$ cat src/rtl/rcl_arb_pkg.sv
// Shared types and constants for the RCL arbiter slice: sizes, FSM state
// encodings, result codes and the final classification helper.
package rcl_arb_pkg;

   localparam int NUM_REQ = 4;
   localparam int COEF_W  = 5;

   // Full-width arithmetic: the affine sum needs 11 bits signed, the radius
   // term 16 bits and the squared distance 24 bits, so nothing is truncated.
   localparam int SUM_W = 11;
   localparam int R_W   = 16;
   localparam int D_W   = 24;

   typedef enum logic [1:0] {
      IDLE = 2'd0,
      FEED = 2'd1,
      WAIT = 2'd2
   } state_t;

   typedef enum logic [1:0] {
      NONE    = 2'd0,
      TANGENT = 2'd1,
      SECANT  = 2'd2
   } res_t;

   // d is the squared signed distance term, r the scaled radius term.
   function automatic res_t classify(input logic signed [D_W-1:0] d,
                                     input logic signed [D_W-1:0] r);
      res_t res;
      if (d > r)
         res = NONE;
      else if (d == r)
         res = TANGENT;
      else
         res = SECANT;
      return res;
   endfunction

endpackage

$ cat src/rtl/rcl_arbiter_if.sv
// Requester-side bus of the RCL arbiter: request vector, packed coefficient
// buses, one-hot grant and the registered result strobe.
interface rcl_arbiter_if #(
   parameter int NUM_REQ = rcl_arb_pkg::NUM_REQ,
   parameter int COEF_W  = rcl_arb_pkg::COEF_W
);

   logic [NUM_REQ-1:0]          req;
   logic [NUM_REQ*3*COEF_W-1:0] coef_L_bus;
   logic [NUM_REQ*3*COEF_W-1:0] coef_Q_bus;
   logic [NUM_REQ-1:0]          gnt;
   logic                        busy;
   logic                        out_valid;
   logic [1:0]                  out_id;
   logic [1:0]                  out;

   modport master (
      output req, coef_L_bus, coef_Q_bus,
      input  gnt, busy, out_valid, out_id, out
   );

   modport slave (
      input  req, coef_L_bus, coef_Q_bus,
      output gnt, busy, out_valid, out_id, out
   );

endinterface

$ cat src/rtl/rcl_arbiter_rcl.sv
// RCL circle-line core. Takes three beats (a,m), (b,n), (c,k) and reports
// whether line a*x+b*y+c=0 misses, touches or cuts the circle centred on
// (m,n): (a*m+b*n+c)^2 is compared against (a^2+b^2)*k.
// out_valid rises two cycles after the last beat.
module RCL
   import rcl_arb_pkg::*;
#(
   parameter int COEF_W = rcl_arb_pkg::COEF_W
) (
   input  logic              clk,
   input  logic              rst_n,
   input  logic              in_valid,
   input  logic [COEF_W-1:0] coef_L,
   input  logic [COEF_W-1:0] coef_Q,
   output logic              out_valid,
   output logic [1:0]        out
);

   logic [1:0]               beat;
   logic signed [COEF_W-1:0] a_r, b_r, m_r, n_r;
   logic signed [SUM_W-1:0]  s_r, q_r;
   logic [COEF_W-1:0]        k_r;
   logic                     s_valid;

   logic signed [SUM_W-1:0]  a_x, b_x, c_x, m_x, n_x;
   logic signed [SUM_W-1:0]  s_next, q_next;
   logic signed [D_W-1:0]    s_w, d_val, r_ext;
   logic signed [R_W-1:0]    q_w, k_w, r_val;

   // Sign-extend to the sum width and form the affine sum and a^2+b^2.
   always_comb begin
      a_x    = a_r;
      b_x    = b_r;
      m_x    = m_r;
      n_x    = n_r;
      c_x    = $signed(coef_L);
      s_next = a_x * m_x + b_x * n_x + c_x;
      q_next = a_x * a_x + b_x * b_x;
   end

   // Second stage: square the sum and scale the normal length by k (unsigned).
   always_comb begin
      s_w   = s_r;
      d_val = s_w * s_w;
      q_w   = q_r;
      k_w   = $signed({{(R_W-COEF_W){1'b0}}, k_r});
      r_val = q_w * k_w;
      r_ext = r_val;
   end

   // Beat collection; the third beat completes the first pipeline stage.
   always_ff @(posedge clk or negedge rst_n) begin
      if (!rst_n) begin
         beat    <= '0;
         a_r     <= '0;
         b_r     <= '0;
         m_r     <= '0;
         n_r     <= '0;
         s_r     <= '0;
         q_r     <= '0;
         k_r     <= '0;
         s_valid <= 1'b0;
      end else begin
         s_valid <= 1'b0;
         if (in_valid) begin
            case (beat)
               2'd0: begin
                  a_r  <= coef_L;
                  m_r  <= coef_Q;
                  beat <= 2'd1;
               end
               2'd1: begin
                  b_r  <= coef_L;
                  n_r  <= coef_Q;
                  beat <= 2'd2;
               end
               default: begin
                  s_r     <= s_next;
                  q_r     <= q_next;
                  k_r     <= coef_Q;
                  s_valid <= 1'b1;
                  beat    <= '0;
               end
            endcase
         end
      end
   end

   // Result register: classify and strobe one cycle after the first stage.
   always_ff @(posedge clk or negedge rst_n) begin
      if (!rst_n) begin
         out_valid <= 1'b0;
         out       <= '0;
      end else begin
         out_valid <= s_valid;
         if (s_valid)
            out <= classify(d_val, r_ext);
      end
   end

endmodule

$ cat src/rtl/rcl_arbiter.sv
// Round-robin front end for a single RCL core. One job at a time: capture the
// winner's six coefficients, feed them as three beats, wait for the core and
// register its result with the winner's index.
module rcl_arbiter
   import rcl_arb_pkg::*;
#(
   parameter int NUM_REQ = rcl_arb_pkg::NUM_REQ,
   parameter int COEF_W  = rcl_arb_pkg::COEF_W
) (
   input  logic          clk,
   input  logic          rst_n,
   rcl_arbiter_if.slave  bus
);

   localparam int SLICE_W = 3 * COEF_W;

   state_t             state;
   logic [1:0]         ptr;
   logic [1:0]         beat;
   logic [1:0]         win;
   logic [1:0]         cand;
   logic               found;
   logic [NUM_REQ-1:0] gnt_next;
   logic [SLICE_W-1:0] sel_L, sel_Q;

   logic [COEF_W-1:0]  cap_a, cap_b, cap_c, cap_m, cap_n, cap_k;

   logic               core_in_valid;
   logic [COEF_W-1:0]  feed_L, feed_Q;
   logic               core_out_valid;
   logic [1:0]         core_out;

   logic [NUM_REQ-1:0] gnt_r;
   logic               busy_r;
   logic               out_valid_r;
   logic [1:0]         out_id_r;
   logic [1:0]         out_r;

   // Round-robin pick: first pending request after the pointer, wrapping.
   always_comb begin
      found    = 1'b0;
      win      = '0;
      cand     = '0;
      gnt_next = '0;
      for (int unsigned i = 1; i <= NUM_REQ; i++) begin
         cand = ptr + 2'(i);
         if (!found && bus.req[cand]) begin
            found = 1'b1;
            win   = cand;
         end
      end
      if (found)
         gnt_next[win] = 1'b1;
   end

   // Winner's coefficient slices: {c,b,a} and {k,n,m}.
   always_comb begin
      sel_L = bus.coef_L_bus[win*SLICE_W +: SLICE_W];
      sel_Q = bus.coef_Q_bus[win*SLICE_W +: SLICE_W];
   end

   // Beat mux towards the core, valid only while feeding.
   always_comb begin
      core_in_valid = (state == FEED);
      case (beat)
         2'd0: begin
            feed_L = cap_a;
            feed_Q = cap_m;
         end
         2'd1: begin
            feed_L = cap_b;
            feed_Q = cap_n;
         end
         default: begin
            feed_L = cap_c;
            feed_Q = cap_k;
         end
      endcase
   end

   // Job FSM with capture and registered outputs.
   always_ff @(posedge clk or negedge rst_n) begin
      if (!rst_n) begin
         state       <= IDLE;
         ptr         <= 2'd3;
         beat        <= '0;
         cap_a       <= '0;
         cap_b       <= '0;
         cap_c       <= '0;
         cap_m       <= '0;
         cap_n       <= '0;
         cap_k       <= '0;
         gnt_r       <= '0;
         busy_r      <= 1'b0;
         out_valid_r <= 1'b0;
         out_id_r    <= '0;
         out_r       <= '0;
      end else begin
         gnt_r       <= '0;
         out_valid_r <= 1'b0;
         case (state)
            IDLE: begin
               // busy drops after the result cycle unless a new job is taken
               busy_r <= found;
               if (found) begin
                  ptr                   <= win;
                  gnt_r                 <= gnt_next;
                  {cap_c, cap_b, cap_a} <= sel_L;
                  {cap_k, cap_n, cap_m} <= sel_Q;
                  beat                  <= '0;
                  state                 <= FEED;
               end
            end
            FEED: begin
               if (beat == 2'd2) begin
                  beat  <= '0;
                  state <= WAIT;
               end else begin
                  beat <= beat + 2'd1;
               end
            end
            WAIT: begin
               if (core_out_valid) begin
                  out_valid_r <= 1'b1;
                  out_id_r    <= ptr;
                  out_r       <= core_out;
                  state       <= IDLE;
               end
            end
            default: state <= IDLE;
         endcase
      end
   end

   assign bus.gnt       = gnt_r;
   assign bus.busy      = busy_r;
   assign bus.out_valid = out_valid_r;
   assign bus.out_id    = out_id_r;
   assign bus.out       = out_r;

   RCL #(
      .COEF_W (COEF_W)
   ) u_core (
      .clk       (clk),
      .rst_n     (rst_n),
      .in_valid  (core_in_valid),
      .coef_L    (feed_L),
      .coef_Q    (feed_Q),
      .out_valid (core_out_valid),
      .out       (core_out)
   );

endmodule
$ cat src/flat_wrapper.sv
// flat-port wrapper written by rule: the top's interface ports become plain ports
module rcl_arbiter_flat import rcl_arb_pkg::*;
#(
   parameter int NUM_REQ = rcl_arb_pkg::NUM_REQ,
   parameter int COEF_W  = rcl_arb_pkg::COEF_W
)
  (clk, rst_n, bus_req, bus_coef_L_bus, bus_coef_Q_bus, bus_gnt, bus_busy, bus_out_valid, bus_out_id, bus_out);
  rcl_arbiter_if #(.NUM_REQ(NUM_REQ), .COEF_W(COEF_W)) bus_i ();
  input  logic clk;
  input  logic rst_n;
  input wire logic [$bits(bus_i.req)-1:0] bus_req;
  input wire logic [$bits(bus_i.coef_L_bus)-1:0] bus_coef_L_bus;
  input wire logic [$bits(bus_i.coef_Q_bus)-1:0] bus_coef_Q_bus;
  output wire logic [$bits(bus_i.gnt)-1:0] bus_gnt;
  output wire logic [$bits(bus_i.busy)-1:0] bus_busy;
  output wire logic [$bits(bus_i.out_valid)-1:0] bus_out_valid;
  output wire logic [$bits(bus_i.out_id)-1:0] bus_out_id;
  output wire logic [$bits(bus_i.out)-1:0] bus_out;
  assign bus_i.req = bus_req;
  assign bus_i.coef_L_bus = bus_coef_L_bus;
  assign bus_i.coef_Q_bus = bus_coef_Q_bus;
  assign bus_gnt = bus_i.gnt;
  assign bus_busy = bus_i.busy;
  assign bus_out_valid = bus_i.out_valid;
  assign bus_out_id = bus_i.out_id;
  assign bus_out = bus_i.out;
  rcl_arbiter #(.NUM_REQ(NUM_REQ), .COEF_W(COEF_W)) u_core (.clk(clk), .rst_n(rst_n), .bus(bus_i));
endmodule
$ cat config.mk
export PLATFORM = sky130hd
export DESIGN_NAME = rcl_arbiter_flat
export DESIGN_NICKNAME = d
export VERILOG_FILES = /design/src/rtl/rcl_arb_pkg.sv /design/src/rtl/rcl_arbiter_if.sv /design/src/rtl/rcl_arbiter_rcl.sv /design/src/rtl/rcl_arbiter.sv /design/src/flat_wrapper.sv
export SDC_FILE = /design/constraint.sdc
export NUM_CORES = 1
export LEC_CHECK = 0
export ABC_AREA = 1
export ABC_CLOCK_PERIOD_IN_PS = 9010
export CORE_MARGIN = 4
export CORE_UTILIZATION = 60
export DETAILED_ROUTE_END_ITERATION = 8
export PLACE_DENSITY = 0.88
export SYNTH_ARGS = -nofsm -noshare
export SYNTH_HDL_FRONTEND = slang
export SYNTH_SLANG_ARGS = --single-unit
$ cat constraint.sdc
create_clock -name clk -period 9.01 [get_ports clk]
set_input_delay 1.802 -clock clk [delete_from_list [all_inputs] [get_ports clk]]
set_output_delay 1.802 -clock clk [all_outputs]
set_load 0.05 [all_outputs]
==> impl_metrics.py, run 1 <==
metrics = {
    "worst_setup_path": {
        "worstSetupPathType": "reg2reg",
        "r2r_start": "u_core.u_core.s_r[10]",
        "reg2regPathDepth": 30,
        "regToRegSetupSlack_ps": 1990,
        "required_ps": 9260,
        "reg2reg_to": "u_core.u_core.out[1]",
        "worst_setup_path_start_kind": "flop",
        "path_max_fanout": 17,
        "critPathCaptureType": "flop",
        "endpoint": "u_core.u_core.out[1]",
        "crit_path_frequent_cell": "nand2_1",
        "cp-startpoint": "u_core.u_core.s_r[10]",
        "cp.arrival_ps": 7260,
        "critPathSlowestCell": "fa_1",
        "slowest_delay_ps": 690,
    },
    "logic_synthesis": {
        "synth_fp_nets": 2759,
        "synth_cell_type_count": 46,
        "synth-main-ff-cell": "dfrtp_1",
        "yosysMostFrequentCell": "nand2_1",
        "ys_ff_latch": 99,
        "yosysSeqAreaShare_pct": 14.9,
        "synth_top_area_share_pct": 28.4,
        "syn_area_um2": 16600,
        "postSynth.asyncResetShare_pct": 100,
        "synthTopCellsByCount": "nand2_1, inv_1, fa_1, nand3_1, ha_1",
        "synth.yosys.warnings": 0,
        "synth_edf_count": 0,
        "yosys.area.top_type": "fa_1",
        "syn_avg_cell_area_um2": 7.42,
        "syn_inst": 2240,
        "synthTopCellsByArea": "fa_1, dfrtp_1, nand2_1",
    },
    "floorplanning": {
        "die_h_um": 174,
        "start_util_pct": 61.3,
        "core_area_um2": 27100,
        "pin_count": 136,
        "row_count": 60,
        "design.die.area_um2": 30400,
        "die_w_um": 174,
    },
    "clock_tree": {
        "cts_resized": 0,
        "cts_setup_buffers": 0,
        "clk_pin_slew_worst_paths_ps": 80,
        "cts.sinks": 99,
        "insertion_delay_ps": 360,
        "cts_root_buffer": "clkbuf_16",
        "cts-buffers-inserted": 9,
        "htree_levels": 3,
        "hold_buffers": 0,
        "clk_path_buf_depth": 2,
        "cts_tree": "built",
    },
    "routing": {
        "ant_nets": 0,
        "via_per_inst": 5.20,
        "drc": 0,
        "via_count": 14032,
        "drt_iter0_markers": 1219,
        "firstDrtPassIters": 8,
        "wl_per_cell_um": 14.2,
        "wl_um": 38400,
    },
    "global_route": {
        "grtUsageTotal_pct": 25.8,
        "grt_overflow": 0,
        "first_global_vias": 14679,
        "antenna_found_initial": 0,
        "grt_max_degree": 62,
        "grt_pass1_wl_um": 65600,
    },
    "sta": {
        "slew_viol_final": 0,
        "tns_ps": 0,
        "rsz0062_at_grt": "false",
        "finalSetupViolCount": 0,
        "period_minus_slack_ps": 7020,
        "slew_headroom_pct": 18.3,
        "fmax_mhz": 143,
        "hold_viol_final": 0,
        "fin_crit_sh_pct": 77.9,
        "tightest_slew_ps": 1220,
        "fin_skew_ps": 8.02,
    },
    "finish": {
        "post_route_cells_drive_above_1_share_pct": 2.53,
        "final_nets": 2843,
        "antenna_cells": 0,
        "syn_to_final_growth_pct": 11.2,
    },
    "worst_hold_path": {
        "min-delay-start": "u_core.u_core.s_valid",
        "hp-class": "reg2reg",
        "worst_hold_path.num_cells": 0,
    },
    "job": {
        "maxCapViolCount": 0,
    },
    "place": {
        "portBuffers": 135,
        "dp_hpwl_um": 31700,
        "gp_congestion": 0.900,
    },
    "run_status": {
        "status": "finished clean",
    },
}
==> worst min-delay path by stage <==
| stage | to | slack [ps] |
|---|---|---|
| after floorplan | u_core.u_core.out_valid | 370 |
| after global placement | u_core.u_core.out_valid | 440 |
| after detailed placement | u_core.u_core.out_valid | 440 |
| after CTS | u_core.u_core.out_valid | 460 |
| after global routing | u_core.u_core.out_valid | 460 |
| final | u_core.u_core.out_valid | 460 |
==> cell families after synthesis <==
logic type	share of synthesized area, %
buffers and inverters	15.5
adders and majority gates	40.3
AOI/OAI and AO/OA	4.17
DFF	14.9
xor gates and xnor gates	3.06
and+or+nand+nor	22.1
==> cell type report <==
class                           instances  area (um^2)
Fill cell                            2144         8620
Sequential cell                        99         2480
Timing Repair Buffer                  142         1400
Clock inverter                          6         57.6
Tap cell                              372          465
Clock buffer                           10          239
Inverter                              607         2280
Multi-Input combinational cell       1465        11600
==> through the flow <==
| step | hold WS, ps | utilization, % | worst slack (ps) | area [um^2] | cells |
|---|---|---|---|---|---|
| 6_report | 462 | 68.2 | 1990 | 18500 | 2701 |
| 3_3_place_gp | 443 | 67.1 | 2370 | 18200 | 2685 |
| 2_1_floorplan | 374 | - | 2600 | 16600 | 2240 |
| 5_1_grt | 462 | 68.2 | 1460 | 18500 | 2701 |
| 4_1_cts | 456 | 68.2 | 2050 | 18500 | 2701 |
| 3_5_place_dp | 445 | 67.1 | 2150 | 18200 | 2685 |
==> worst max-delay path, delay by kind of cell (launching register included) <==
kind	cells	cell delay (ps)
simple gates	16	2040
compound gates	1	160
buf+inv	6	480
fa+ha+maj	7	3550
flops	1	670
==> flip-flops by register name (all words and copies together) (netlist names), 5 cells and up <==
name and flops:
u_core.u_core.q_r 11, u_core.u_core.s_r 11, u_core.cap_a 5, u_core.cap_b 5
u_core.cap_c 5, u_core.cap_k 5, u_core.cap_m 5, u_core.cap_n 5
u_core.u_core.a_r 5, u_core.u_core.b_r 5, u_core.u_core.k_r 5, u_core.u_core.m_r 5
u_core.u_core.n_r 5
==> per-layer routing <==
layer	up-vias	wire length [um]	part of all wire, %	GRT usage (%)
met4	0	1240	3.2	9.50
met2	454	19900	52	46.6
li1	6761	-	-	-
met1	6725	15200	40	32.0
met3	92	2040	5.3	2.52
met5	-	0	0	0
==> cell usage in the layout, fill, tap and decap left out, types with 11 or more instances in the layout <==
cell             netlist  routed
inv_1                600     600
xor2_1                37      37
nand3_1              164     164
a21oi_1               51      51
nor2_1                60      59
o21ai_0               42      42
dfrtp_1               97      97
nand2_1              618     618
nor3_1                11      11
nand2_2               13      13
xnor2_1               21      21
ha_1                 157     157
fa_1                 236     236
clkdlybuf4s50_1        0     134
Power of run 1 is not shown: default switching activity piles up to over one toggle a cycle in this logic, so the estimate is an artifact.
==> run 2: changes to the inputs <==
- ABC_CLOCK_PERIOD_IN_PS: 9010 -> 5750
- CORE_UTILIZATION: 60 -> 55
- PLACE_DENSITY: 0.88 -> 0.85
- clock period: 9.01 -> 5.75 ns (I/O delays scaled with it)
==> run 2 against run 1 <==
  * Critical endpoint unchanged
  * Non-clock buffer count grew 109
  * Critical path type unchanged
  * Final cell count grew 4.7%
  * Worst setup slack lost 2300 ps
  * First-iteration DRC count shrank 15%
  * Clock skew grew 7.7 ps
  * Count of clock-buffer cells in the layout shrank 1
  * Maximum frequency grew 16%
  * The run now ends with setup timing left
  * Critical path depth grew 2
==> impl_metrics.py, run 2 (synthesis gave the netlist of run 1 again) <==
metrics = {
    "floorplanning": {
        "core_area_um2": 29700,
        "row_count": 63,
        "die_h_um": 182,
        "pin_count": 136,
        "design.die.area_um2": 33100,
        "start_util_pct": 55.9,
        "die_w_um": 182,
    },
    "worst_setup_path": {
        "reg2regPathDepth": 32,
        "required_ps": 6060,
        "r2r_start": "u_core.u_core.s_r[2]",
        "worst_setup_path_start_kind": "flop",
        "cp-startpoint": "u_core.u_core.s_r[2]",
        "critPathCaptureType": "flop",
        "cp.arrival_ps": 6380,
        "critPathSlowestCell": "fa_1",
        "worstSetupPathType": "reg2reg",
        "path_max_fanout": 7,
        "slowest_delay_ps": 550,
        "crit_path_frequent_cell": "nand2_1",
    },
    "routing": {
        "wl_met1_um": 16200,
        "via_count": 14711,
        "wl_met2_um": 21900,
        "wl_um": 42200,
        "ant_nets": 0,
        "drt_iter0_markers": 1033,
        "firstDrtPassIters": 6,
        "top_layer": "met4",
        "wl_met3_um": 2330,
        "via_per_inst": 5.20,
        "wl_per_cell_um": 14.9,
        "drc": 0,
    },
    "global_route": {
        "first_global_vias": 15307,
        "grt_pass1_wl_um": 69400,
        "grt_max_degree": 62,
        "grt_overflow": 0,
        "grtUsageTotal_pct": 24.8,
        "antenna_found_initial": 0,
    },
    "sta": {
        "fmax_mhz": 165,
        "fin_skew_ps": 15.7,
        "finalSetupViolCount": 2,
        "tns_ps": -365,
        "setup_slack_ps": -317,
        "hold_viol_final": 0,
        "tightest_slew_ps": 1040,
        "rsz0062_at_grt": "true",
        "slew_viol_final": 0,
        "fin_crit_sh_pct": 106,
        "period_minus_slack_ps": 6070,
        "slew_headroom_pct": 30.7,
    },
    "job": {
        "maxCapViolCount": 0,
    },
    "clock_tree": {
        "cts.sinks": 99,
        "cts_tree": "built",
        "clk_path_buf_depth": 2,
        "clk_pin_slew_worst_paths_ps": 90,
        "cts_root_buffer": "clkbuf_16",
        "insertion_delay_ps": 370,
        "cts-buffers-inserted": 9,
        "htree_levels": 3,
    },
    "place": {
        "portBuffers": 135,
        "dp_hpwl_um": 32900,
        "gp_congestion": 0.911,
    },
    "finish": {
        "final_cell_mix": "nand2_1, inv_1, fa_1, nand3_1, ha_1",
        "top_regs": "u_core.u_core.q_r: 11 flops, u_core.u_core.s_r: 11 flops",
        "post_route_cells_drive_above_1_share_pct": 11.3,
        "layout_commonest_cell": "nand2_1",
        "final_nets": 2952,
        "antenna_cells": 0,
        "final_util_pct": 66.8,
        "syn_to_final_growth_pct": 19.4,
    },
    "worst_hold_path": {
        "worst_hold_path.num_cells": 2,
        "hp-class": "reg2reg",
        "min-delay-start": "u_core.cap_b[3]",
    },
    "run_status": {
        "status": "finished, violations left",
        "violations": "setup timing",
    },
}
## run 2: repair_timing
item	4_1_cts	5_1_grt
gates resized for setup	34	77
setup endpoints to repair	2	2
buffers inserted	8	15
pin swaps	34	57
hold buffers	0	0
hold endpoints to repair	0	0
cloned	0	0
## run 2: metrics by stage
stage               std cells  worst slack [ps]  hold slack, ps  cell area [um^2]
finish                   2828              -317             485             19800
global placement         2789             -57.9             464             18900
detailed placement       2789              -231             464             18900
global route             2828              -654             500             19800
floorplan                2240              12.9             374             16700
CTS                      2813             -55.2             488             19400
## run 2: routing by layer
| metal | up-vias | track usage [%] |
|---|---|---|
| li1 | 6970 | - |
| met5 | - | 0 |
| met2 | 583 | 45.5 |
| met4 | 0 | 9.52 |
| met1 | 7012 | 30.3 |
| met3 | 146 | 1.90 |
## run 2: final timing paths
check / to / slack (ps)
worst max-delay path: u_core.u_core.out[1] / -320
worst min-delay path: u_core.cap_b[3] / 490
worst max register to register: u_core.u_core.out[1] / -320
worst min register to register: u_core.cap_b[3] / 490
max in group asynchronous: u_core.u_core.s_r[3] / 3800
min in group asynchronous: u_core.u_core.q_r[9] / 800
## run 2: critical path: cells and delay by family, from the launching register on
kind,cells,cell delay (ps)
AND/OR/NAND/NOR,18,1650
flip-flops,1,500
adder cells (fa/ha/maj),7,3080
AO/OA/AOI/OAI,2,310
buffers and inverters,5,420
## run 2: area by class of cell
class,count,area [um^2]
clock inverters,7,88.8
inverters,607,2280
flip-flops and latches,99,2490
clock buffers,9,225
fillers,2221,9880
multi-input cells,1465,12000
well taps,390,488
repair buffers,251,2260
Power of run 2 is left out for the same reason.
